### src/rtl/osc_baud_sched.sv
// Baud scheduler: waits out oscillator warm-up, then derives 16x oversample and bit ticks
// from a fractional phase accumulator; divisor updates land only on bit boundaries.
module osc_baud_sched #(
    parameter int unsigned      ACC_W         = 16,
    parameter int unsigned      WARMUP_CYCLES = 1024,
    parameter logic [ACC_W-1:0] DEFAULT_INC   = 16'd1208
) (
    input  logic             clk,
    input  logic             rst,
    input  logic             enable,
    input  logic [ACC_W-1:0] cfg_inc,
    input  logic             cfg_valid,
    output logic             cfg_ready,
    output logic             locked,
    output logic             running,
    output logic             os_tick,
    output logic             bit_tick
);

    localparam logic [1:0] StWarmup = 2'd0;
    localparam logic [1:0] StIdle   = 2'd1;
    localparam logic [1:0] StRun    = 2'd2;

    localparam int unsigned       WCNT_W    = (WARMUP_CYCLES > 1) ? $clog2(WARMUP_CYCLES) : 1;
    localparam logic [WCNT_W-1:0] WCNT_LAST = WCNT_W'(WARMUP_CYCLES - 1);

    logic [1:0]        state_q, state_d;
    logic [WCNT_W-1:0] wcnt_q, wcnt_d;
    logic [ACC_W-1:0]  acc_q, acc_d;
    logic [ACC_W-1:0]  inc_q, inc_d;
    logic [ACC_W-1:0]  pend_inc_q, pend_inc_d;
    logic [3:0]        os_cnt_q, os_cnt_d;
    logic              pend_q, pend_d;
    logic              os_tick_q, os_tick_d;
    logic              bit_tick_q, bit_tick_d;
    logic [ACC_W:0]    sum;
    logic              cfg_fire;

    assign sum       = {1'b0, acc_q} + {1'b0, inc_q};
    assign cfg_ready = (state_q == StIdle) || ((state_q == StRun) && !pend_q);
    assign cfg_fire  = cfg_valid && cfg_ready;
    // Warm-up is only ever re-entered through rst, so this is sticky.
    assign locked    = (state_q != StWarmup);
    assign running   = (state_q == StRun);
    assign os_tick   = os_tick_q;
    assign bit_tick  = bit_tick_q;

    always_comb begin
        state_d    = state_q;
        wcnt_d     = wcnt_q;
        acc_d      = acc_q;
        inc_d      = inc_q;
        pend_inc_d = pend_inc_q;
        os_cnt_d   = os_cnt_q;
        pend_d     = pend_q;
        os_tick_d  = 1'b0;
        bit_tick_d = 1'b0;
        case (state_q)
            StWarmup: begin
                if (wcnt_q == WCNT_LAST) begin
                    state_d = StIdle;
                end else begin
                    wcnt_d = wcnt_q + 1'b1;
                end
            end
            StIdle: begin
                if (cfg_fire) begin
                    inc_d = cfg_inc;
                end
                if (enable) begin
                    state_d  = StRun;
                    acc_d    = '0;
                    os_cnt_d = '0;
                end
            end
            StRun: begin
                if (!enable) begin
                    // Leaving RUN: acc/os_cnt freeze, a waiting divisor is applied now.
                    state_d = StIdle;
                    pend_d  = 1'b0;
                    if (cfg_fire) begin
                        inc_d = cfg_inc;
                    end else if (pend_q) begin
                        inc_d = pend_inc_q;
                    end
                end else begin
                    acc_d     = sum[ACC_W-1:0];
                    os_tick_d = sum[ACC_W];
                    if (sum[ACC_W]) begin
                        os_cnt_d   = os_cnt_q + 4'd1;
                        bit_tick_d = (os_cnt_q == 4'd15);
                    end
                    if (bit_tick_q && pend_q) begin
                        inc_d  = pend_inc_q;
                        pend_d = 1'b0;
                    end else if (cfg_fire) begin
                        pend_inc_d = cfg_inc;
                        pend_d     = 1'b1;
                    end
                end
            end
            default: state_d = StWarmup;
        endcase
    end

    always_ff @(posedge clk) begin
        if (rst) begin
            state_q    <= StWarmup;
            wcnt_q     <= '0;
            acc_q      <= '0;
            inc_q      <= DEFAULT_INC;
            pend_inc_q <= '0;
            os_cnt_q   <= '0;
            pend_q     <= 1'b0;
            os_tick_q  <= 1'b0;
            bit_tick_q <= 1'b0;
        end else begin
            state_q    <= state_d;
            wcnt_q     <= wcnt_d;
            acc_q      <= acc_d;
            inc_q      <= inc_d;
            pend_inc_q <= pend_inc_d;
            os_cnt_q   <= os_cnt_d;
            pend_q     <= pend_d;
            os_tick_q  <= os_tick_d;
            bit_tick_q <= bit_tick_d;
        end
    end

endmodule

### config.mk
export PLATFORM = sky130hd
export DESIGN_NAME = osc_baud_sched
export DESIGN_NICKNAME = d
export VERILOG_FILES = /design/src/rtl/osc_baud_sched.sv
export SDC_FILE = /design/constraint.sdc
export NUM_CORES = 1
export LEC_CHECK = 0
export CAP_MARGIN = 20
export CORE_UTILIZATION = 45
export CTS_BUF_LIST = sky130_fd_sc_hd__clkbuf_16
export DETAILED_ROUTE_END_ITERATION = 8
export DONT_BUFFER_PORTS = 1
export PLACE_DENSITY = 0.61
export REMOVE_ABC_BUFFERS = 1
export SLEW_MARGIN = 15
export SYNTH_ARGS = -nofsm -noshare
export SYNTH_HDL_FRONTEND = slang
export SYNTH_SLANG_ARGS = --single-unit
### constraint.sdc
create_clock -name clk -period 2.8 [get_ports clk]
set_clock_uncertainty 0.15 [all_clocks]
set_input_delay 0.28 -clock clk [delete_from_list [all_inputs] [get_ports clk]]
set_output_delay 0.28 -clock clk [all_outputs]
set_load 0.03 [all_outputs]
==> results of run 1 <==
cell usage after synthesis, drive strengths merged (2+ instances only):
cell / number
a211o: 2
a211oi: 11
a21o: 5
a21oi: 26
a22oi: 5
a31oi: 3
and2: 3
and3: 3
and4: 2
buf: 10
clkbuf: 7
dfxtp: 67
ha: 22
inv: 14
mux2i: 35
nand2: 39
nand2b: 5
nand3: 5
nand4: 7
nor2: 57
nor2b: 2
nor3: 2
nor3b: 2
o211ai: 6
o21a: 2
o21ai: 23
o21bai: 3
o31ai: 2
or3: 3
xnor2: 11
xor2: 7
critical path, stage by stage, from the launching register on:
cell	delay (ns)
dfxtp_1	0.33
ha_1	0.19
inv_1	0.06
fa_1	0.38
nand2b_1	0.19
a21oi_1	0.28
o21ai_2	0.15
o21ai_2	0.25
o21bai_1	0.12
mux2_2	0.26
kinds of logic (layout without fill, tap and decap cells):
| logic type | Yosys count | after routing | synth area share [%] |
|---|---|---|---|
| xor+xnor | 18 | 18 | 4.37 |
| simple gates | 132 | 132 | 16.9 |
| compound gates | 97 | 97 | 18.8 |
| flops | 67 | 67 | 37.2 |
| buf+inv | 31 | 54 | 4.55 |
| fa+ha+maj | 23 | 23 | 8.19 |
| mux | 36 | 36 | 10.0 |
placed cells by master (no fill, tap or decap), types with 6 or more instances in the layout:
cell           netlist  routed
a211oi_1            11      11
a21oi_1             24      24
buf_4                2       6
clkbuf_16            0       9
dfxtp_1             67      67
dlygate4sd3_1        0      17
ha_1                22      22
inv_1               11      11
mux2i_1             35      35
nand2_1             39      39
nand4_1              6       6
nor2_1              57      57
o211ai_1             6       6
o21ai_1             13      13
xnor2_1             11      11
xor2_1               7       7
layout make-up:
type	instances	share of cell area (%)
well taps	102	3.04
inverters	14	1.25
multi-input cells	306	50.0
clock inverters	7	2.77
flip-flops and latches	67	32.0
repair buffers	24	5.60
clock buffers	9	5.37
power groups by stage:
stage                     clock, uW  sequential [uW]  combinational (uW)
final                          1290             1100                 549
after global routing           1360             1110                 616
after CTS                      1310             1100                 551
after detailed placement          0             1120                 512
after global placement            0             1120                 503
after floorplan                   0             1100                 419
stage by stage:
step / total power [uW] / area [um^2] / hold WS, ns / worst slack, ns / util [%]
2_1_floorplan: 1520 / 3490 / 0.199 / 0.387 / -
3_3_place_gp: 1620 / 3670 / 0.205 / 0.415 / 47.4
3_5_place_dp: 1630 / 3670 / 0.209 / 0.357 / 47.4
4_1_cts: 2960 / 4200 / 0.0259 / 0.349 / 54.3
5_1_grt: 3080 / 4200 / 0.0351 / 0.123 / 54.3
6_report: 2940 / 4200 / 0.0286 / 0.340 / 54.3
sequential cells by signal, summed over array words and instances, names as in the netlist:
register,count
bit_tick,1
inc_q,16
os_tick,1
pend_q,1
pend_inc_q,16
os_cnt_q,4
acc_q,16
state_q,2
wcnt_q,10
worst max path at each step:
| stage | endpoint | slack, ns | cells after the start |
|---|---|---|---|
| after floorplan | pend_inc_q[0] | 0.39 | 7 |
| after global placement | os_cnt_q[0] | 0.41 | 9 |
| after detailed placement | os_cnt_q[0] | 0.36 | 9 |
| after CTS | os_cnt_q[0] | 0.35 | 9 |
| after global routing | bit_tick | 0.12 | 9 |
| final | os_cnt_q[0] | 0.34 | 9 |
layer usage:
layer / part of all wire [%] / GRT usage [%] / up-vias
li1: - / - / 1478
met1: 52 / 26.2 / 1327
met2: 43 / 29.7 / 33
met3: 3.5 / 4.77 / 14
met4: 1.7 / 6.88 / 0
met5: 0 / 0 / -
==> metrics, run 1 <==
status=complete, no violations; layout cells sized above 1=9.84%; maximum vdd drop=0.414 mV; # DRC=0; # rows=32; Syn Area/Cell=8.92 um^2; Setup-failing EPs final=0; sw frac=27.5%; CP required=2.87 ns; DRT antenna net count=0; PostCTS Resize Cnt=0; initial antenna violation count=0; Worst-path clk slew=0.06 ns; Placed Instances=495; CP Max Fanout=5; P_leak=0.00175 uW; unrepaired setup endpoints after global routing=no; hold_sp=cfg_inc[5]; hold-fix buffers at CTS=18; WL final=7400 um; Flop pwr share=37.4%; clk_lat worst skew=0.33 ns; share of the synthesized area in the top cell type=37.2%; Synth area leaders=dfxtp_1 37%, mux2i_1 9.7%, ha_1 7.6%; Cell Area, Synth=3600 um^2; number of global-route vias before repair=2,803; Post CTS Setup Buffer Count=0; critical path class=register to register; Critical R2R Launch=acc_q[0]; max-slew violations=0; chip width=91.5 um; core area=7730 um^2; Tcrit/Tclk final=87.9%; synthesized flop and latch total=67; Worst Setup SP=acc_q[0]; Tmin final=2.46 ns; cells on worst reg2reg path=9; FF+latch area=1340 um^2; Rel. slew slack=71.1%; CTS root buf=clkbuf_16; Warnings, synthesis=0; hold endpoint=inc_q[5]; Multi-input gate area=2100 um^2; DIE AREA=8370 um^2; Clock Power Share=43.9%; max_cap viols=0; Die Ht=91.5 um; Max Freq=407 MHz; starting DRC count in detailed routing=148; Power Dens Cells=700 nW/um^2; CP Launch Type=register; final-report hold violation count=0; 1st-pass router iterations=4; CTS Buf Count=9; placer congestion estimate=0.796; Synth cell types=59; register area share after synthesis=37.2%; total gr overflow=0; Data arrival, critical path=2.53 ns; P&R area growth vs syn=16.5%; vias=2,852; R2R Path End=os_cnt_q[0]; Main synth FF type=dfxtp_1; leading area contributor after synthesis=dfxtp_1; Logic pwr share=18.7%; routed vias/inst=5.39; routed len/inst=14.0 um; first-pass GRT wire length=12,900 um; largest net degree at the start of global routing=49; Worst Hold Class=primary input to register; H-Tree Depth=3; maximum root-to-sink buffer count=2; Int Pwr=2130 uW; Hold Crit Depth=2; GRT Util Overall=19.4%; FF-to-FF setup slack=0.34 ns; Crit. End Element=register; DP Wirelength=5040 um; diode count=0; Initial Util=46.6%; # nets final=465; Cell Count, Final, Fillers Out=529; CTS tree=built; FFs w/ async S/R, synth=0%; clock sinks=67; EDFF count, synth=0; Least-Margin Pin Slew=0.434 ns; IO Count=25; setup TNS=0 ns; filler instances=698; Psw=808 uW; IO Port Bufs=0; Syn Inst Count=404
No activity file was read; power rests on OpenSTA's default activity.
==> inputs of run 2 (changes only) <==
--- a/config.mk
+++ b/config.mk
@@ -6,11 +6,12 @@
 export NUM_CORES = 1
 export LEC_CHECK = 0
 export CAP_MARGIN = 20
-export CORE_UTILIZATION = 45
+export CORE_ASPECT_RATIO = 0.6
+export CORE_UTILIZATION = 60
 export CTS_BUF_LIST = sky130_fd_sc_hd__clkbuf_16
 export DETAILED_ROUTE_END_ITERATION = 8
 export DONT_BUFFER_PORTS = 1
-export PLACE_DENSITY = 0.61
+export PLACE_DENSITY = 0.77
 export REMOVE_ABC_BUFFERS = 1
 export SLEW_MARGIN = 15
 export SYNTH_ARGS = -nofsm -noshare
==> constraint.sdc (replaced) <==
create_clock -name clk -period 2.8 [get_ports clk]
set_clock_uncertainty 0.15 [all_clocks]
set_input_delay 0.42 -clock clk [delete_from_list [all_inputs] [get_ports clk]]
set_output_delay 0.42 -clock clk [all_outputs]
set_load 0.03 [all_outputs]
==> run 2 against run 1 <==
Effect of this change: combinational power shrank 4.2%; critical path depth is the same; final cell count shrank 7.2%; via count shrank 1.3%; core utilization grew 16 points; highest routed layer unchanged.
==> metrics, run 2 (synthesis results as in run 1) <==
status=complete, no violations (unchanged); starting DRC count in detailed routing=146 (was 148); Cell Count, Final, Fillers Out=491 (was 529); Hold Crit Depth=1 (was 2); P&R area growth vs syn=10.1% (was 16.5%); Least-Margin Pin Slew=0.847 ns (was 0.434 ns); Tmin final=2.51 ns (was 2.46 ns); Critical R2R Launch=acc_q[0] (unchanged); hold endpoint=pend_inc_q[1] (was inc_q[5]); first-pass GRT wire length=12,000 um (was 12,900 um); maximum root-to-sink buffer count=2 (unchanged); chip width=102 um (was 91.5 um); most frequent cells in the layout=67 x dfxtp_1, 57 x nor2_1, 39 x nand2_1 (unchanged); H-Tree Depth=3 (unchanged); core area=5680 um^2 (was 7730 um^2); cells on worst reg2reg path=9 (unchanged); hold_sp=rst (was cfg_inc[5]); most common cell after layout, fill and taps aside=dfxtp_1 (unchanged); GR Util met1=36.4% (was 26.2%); setup TNS=0 ns (unchanged); max-slew violations=0 (unchanged); Initial Util=63.5% (was 46.6%); Placed Instances=473 (was 495); CTS tree=built (unchanged); layout cells sized above 1=9.98% (was 9.84%); # DRC=0 (unchanged); CP Max Fanout=5 (unchanged); CP required=2.87 ns (about the same); # nets final=449 (was 465); P_leak=0.00166 uW (was 0.00175 uW); unrepaired setup endpoints after global routing=no (unchanged); total gr overflow=0 (unchanged); Power Dens Cells=701 nW/um^2 (was 700 nW/um^2); CTS Buf Count=9 (unchanged); Data arrival, critical path=2.58 ns (was 2.53 ns); largest net degree at the start of global routing=40 (was 49); max_cap viols=0 (unchanged); Setup-failing EPs final=0 (unchanged); critical path class=register to register (unchanged); routed vias/inst=5.73 (was 5.39); placer congestion estimate=0.846 (was 0.796); routed len/inst=15.2 um (was 14.0 um); DRT antenna net count=0 (unchanged); IO Count=25 (unchanged); Tcrit/Tclk final=89.5% (was 87.9%); clock sinks=67 (unchanged); Top Registers=acc_q: 16 flops, inc_q: 16 flops, pend_inc_q: 16 flops (unchanged); initial antenna violation count=0 (unchanged); Crit. End Element=register (unchanged); Worst Hold Class=primary input to register (unchanged); diode count=0 (unchanged); met2 Use GR=36.6% (was 29.7%); IO Port Bufs=0 (unchanged); CTS root buf=clkbuf_16 (unchanged); WL final=7450 um (was 7400 um); 1st-pass router iterations=5 (was 4); Worst-path clk slew=0.06 ns (about the same); maximum vdd drop=0.439 mV (was 0.414 mV); DIE AREA=6330 um^2 (was 8370 um^2); met3 Use GR=9.40% (was 4.77%); final-report hold violation count=0 (unchanged); # rows=21 (was 32); DP Wirelength=5380 um (was 5040 um); GRT Util Overall=25.7% (was 19.4%); busiest layer in global routing=met2 (unchanged); Max Freq=399 MHz (was 407 MHz); Post CTS Setup Buffer Count=0 (unchanged); CP Launch Type=register (unchanged); R2R Path End=os_cnt_q[0] (unchanged); Rel. slew slack=43.5% (was 71.1%); vias=2,815 (was 2,852); FF-to-FF setup slack=0.29 ns (was 0.34 ns); Power Total=2780 uW (was 2940 uW); Die Ht=62.0 um (was 91.5 um); clk_lat worst skew=0.33 ns (about the same); number of global-route vias before repair=2,516 (was 2,803)
[run 2: critical path, cell delays in order, from the launching register on]
cell and delay [ns]:
dfxtp_1 0.34, ha_1 0.20, inv_1 0.06, fa_1 0.38, nand2b_1 0.19, a21oi_1 0.28
o21ai_2 0.15, o21ai_2 0.26, o21bai_1 0.12, mux2_2 0.27
[run 2: per-layer routing]
metal	share of wire, %	wire length (um)
met3	8.6	640
met2	41	3050
met4	0.97	72
met1	50	3690
met5	0	0
[run 2: power by group]
group	internal (uW)	switching, uW
clock network	704	444
registers	1040	70.8
logic	207	319
total	1950	833
[run 2: how the worst max path moves through the flow]
stage               start       endpoint  slack (ns)  cells past startpoint
3_3_place_gp     acc_q[0]    os_cnt_q[0]        0.42                      9
6_report         acc_q[0]    os_cnt_q[0]        0.29                      9
2_1_floorplan  state_q[0]  pend_inc_q[0]        0.39                      7
3_5_place_dp     acc_q[0]    os_cnt_q[0]        0.30                      9
4_1_cts          acc_q[0]    os_cnt_q[0]        0.29                      9
5_1_grt          inc_q[0]    os_cnt_q[0]        0.14                      9
[run 2: repair_timing]
| action | in CTS | in global routing |
|---|---|---|
| resized for setup | 0 | 0 |
| hold buffers | 1 | 1 |
| endpoints found under the hold margin | 14 | 1 |
[run 2: cell type report]
type / instances / area, um^2
multi-input combinational: 306 / 2100
inverter: 14 / 52.6
timing repair buffer: 8 / 65.1
tap: 80 / 100
clock buffer: 9 / 225
fill: 459 / 1710
clock inverter: 7 / 83.8
sequential: 67 / 1340
[run 2: through the flow]
step	hold slack [ns]	utilization, %	cell area, um^2	worst slack [ns]
after global routing	0.00398	69.9	3970	0.135
final	0.00958	69.9	3970	0.295
after CTS	0.00101	69.7	3960	0.292
after global placement	0.288	64.1	3640	0.416
after detailed placement	0.300	64.1	3640	0.302
after floorplan	0.280	-	3490	0.387
==> inputs of run 3 (changes only) <==
--- a/config.mk
+++ b/config.mk
@@ -6,12 +6,15 @@
 export NUM_CORES = 1
 export LEC_CHECK = 0
 export CAP_MARGIN = 20
+export CELL_PAD_IN_SITES_DETAIL_PLACEMENT = 0
+export CELL_PAD_IN_SITES_GLOBAL_PLACEMENT = 2
 export CORE_ASPECT_RATIO = 0.6
-export CORE_UTILIZATION = 60
+export CORE_UTILIZATION = 40
 export CTS_BUF_LIST = sky130_fd_sc_hd__clkbuf_16
 export DETAILED_ROUTE_END_ITERATION = 8
 export DONT_BUFFER_PORTS = 1
-export PLACE_DENSITY = 0.77
+export MAX_ROUTING_LAYER = met4
+export PLACE_DENSITY = 0.81
 export REMOVE_ABC_BUFFERS = 1
 export SLEW_MARGIN = 15
 export SYNTH_ARGS = -nofsm -noshare
==> run 3 against run 2 <==
Effect of this change: clock power about the same; cell area increased by 1.8%; first-iteration DRC count grew 16%; register-to-register slack got worse by 0.03 ns; via count shrank 1.1%; power grew 0.63%.
==> metrics, run 3 (synthesis results as in run 1) <==
Clock Power Share=40.8% (was 41.3%); CTS root buf=clkbuf_16 (unchanged); setup TNS=0 ns (unchanged); placer congestion estimate=0.805 (was 0.846); CTS Buf Count=9 (unchanged); CP Launch Type=register (unchanged); Worst Hold Class=primary input to register (unchanged); FF+latch area=1340 um^2 (unchanged); Crit-path slowest cell=fa_1 (unchanged); delay-heaviest family, CP=compound AO/OA/AOI/OAI gates (unchanged); P_leak=0.00167 uW (was 0.00166 uW); DRT antenna net count=0 (unchanged); post-layout worst setup margin=0.265 ns (was 0.295 ns); Top Registers=acc_q: 16 flops, inc_q: 16 flops, pend_inc_q: 16 flops (unchanged); P&R area growth vs syn=12.0% (was 10.1%); number of global-route vias before repair=2,655 (was 2,516); Data arrival, critical path=2.60 ns (was 2.58 ns); first-pass GRT wire length=13,700 um (was 12,000 um); total gr overflow=0 (unchanged); Power Dens Cells=692 nW/um^2 (was 701 nW/um^2); # DRC=0 (unchanged); core area=8620 um^2 (was 5680 um^2); routed vias/inst=5.29 (was 5.73); Max Freq=394 MHz (was 399 MHz); # rows=26 (was 21); final hold slack=0.0899 ns (was 0.00958 ns); Least-Margin Pin Slew=0.765 ns (was 0.847 ns); initial antenna violation count=0 (unchanged); WL final=8430 um (was 7450 um); max-slew violations=0 (unchanged); # nets final=452 (was 449); Most common cell on crit path=o21ai_2 (unchanged); GRT Util Overall=19.9% (was 25.7%); maximum vdd drop=0.319 mV (was 0.439 mV); most common cell after layout, fill and taps aside=dfxtp_1 (unchanged); CP Max Fanout=5 (unchanged); Tcrit/Tclk final=90.5% (was 89.5%); Rel. slew slack=48.9% (was 43.5%); Setup-failing EPs final=0 (unchanged); sw frac=30.6% (was 30.0%); final-report hold violation count=0 (unchanged); clock sinks=67 (unchanged); IO Port Bufs=0 (unchanged); CP required=2.87 ns (about the same); maximum root-to-sink buffer count=2 (unchanged); DIE AREA=9410 um^2 (was 6330 um^2); 1st-pass router iterations=4 (was 5); Worst-path clk slew=0.06 ns (about the same); H-Tree Depth=3 (unchanged); Hold Crit Depth=2 (was 1); Int Pwr=1940 uW (was 1950 uW); most frequent cells in the layout=67 x dfxtp_1, 57 x nor2_1, 39 x nand2_1 (unchanged); Psw=855 uW (was 833 uW); max_cap viols=0 (unchanged); vias=2,784 (was 2,815); starting DRC count in detailed routing=170 (was 146); Tmin final=2.53 ns (was 2.51 ns); cells along the critical path=ha_1 > inv_1 > fa_1 > nand2b_1 > a21oi_1 > o21ai_2 > o21ai_2 > o21bai_1 > mux2_2 (unchanged); unrepaired setup endpoints after global routing=no (unchanged); critical path class=register to register (unchanged); DP Wirelength=5840 um (was 5380 um); Die Ht=75.5 um (was 62.0 um); routed len/inst=16.0 um (was 15.2 um); Crit. End Element=register (unchanged); layout cells sized above 1=9.90% (was 9.98%); chip width=125 um (was 102 um); status=complete, no violations (unchanged); pre-CTS setup slack=0.260 ns (was 0.302 ns); PostCTS Resize Cnt=0 (unchanged); CP Depth=9 (unchanged); Initial Util=41.8% (was 63.5%); Worst Path Buf+Inv=1 (unchanged); Flop pwr share=39.8% (about the same); filler instances=821 (was 459); clk_lat worst skew=0.33 ns (about the same); Logic pwr share=19.4% (was 18.9%); diode count=0 (unchanged); largest net degree at the start of global routing=42 (was 40); cells on worst reg2reg path=9 (unchanged); Multi-input gate area=2100 um^2 (unchanged); IO Count=25 (unchanged); CTS tree=built (unchanged); Worst path max stage delay=0.40 ns (was 0.38 ns)
-- run 3: cell count changes in the layout (fill, tap and decap cells not counted) --
cell | previous run | this run
dlygate4sd3_1 | 2 | 4
clkinv_1 | 0 | 1
buf_12 | 0 | 1
inv_8 | 1 | 0
clkinvlp_4 | 1 | 2
clkinv_4 | 2 | 1
-- run 3: power groups by stage --
stage / Clock [uW] / Combinational (uW) / Sequential [uW]
6_report: 1140 / 542 / 1110
5_1_grt: 1210 / 614 / 1120
4_1_cts: 1170 / 538 / 1110
3_5_place_dp: 0 / 520 / 1130
3_3_place_gp: 0 / 515 / 1130
2_1_floorplan: 0 / 419 / 1100
-- run 3: cell type report --
type / instances / area share, %
clock inverters: 7 / 1.86
repair buffers: 11 / 2.60
inverters: 14 / 1.30
well taps: 112 / 3.47
flip-flops and latches: 67 / 33.2
clock buffers: 9 / 5.58
multi-input cells: 306 / 52.0
-- run 3: worst register-to-register path: cells and delay by family, from the launching register on --
family	cells	cell delay [ns]
adder cells (fa/ha/maj)	2	0.59
multiplexers	1	0.27
AO/OA/AOI/OAI	4	0.81
AND/OR/NAND/NOR	1	0.20
buffers and inverters	1	0.07
flip-flops	1	0.33
-- run 3: worst paths after layout --
check                           slack, ns       start             to
worst max-delay path                 0.27    acc_q[0]    os_cnt_q[0]
worst min-delay path                 0.09  cfg_inc[7]  pend_inc_q[7]
worst max register to register       0.27    acc_q[0]    os_cnt_q[0]
worst min register to register       0.30   acc_q[11]      acc_q[11]
-- run 3: per-layer routing --
layer  up-vias  wire length (um)  GRT usage, %  part of all wire [%]
met3         5               357          5.20                   4.2
met2        47              2970          26.1                    35
li1       1446                 -             -                     -
met1      1286              5040          29.1                    60
met5         -                 0             -                     0
met4         0                61          5.62                  0.72
-- run 3: repair_timing --
item / 4_1_cts / 5_1_grt
hold buffers: 3 / 2
endpoints found under the hold margin: 41 / 1
setup endpoints to repair: 0 / 0
setup buffers: 0 / 0
-- run 3: metrics by stage --
stage / total power (uW) / std cells / utilization (%) / area [um^2]
after global placement: 1640 / 505 / 42.7 / 3680
after CTS: 2820 / 524 / 46.6 / 4020
after floorplan: 1520 / 387 / - / 3490
after global routing: 2940 / 526 / 46.9 / 4040
final: 2800 / 526 / 46.9 / 4040
after detailed placement: 1650 / 505 / 42.7 / 3680
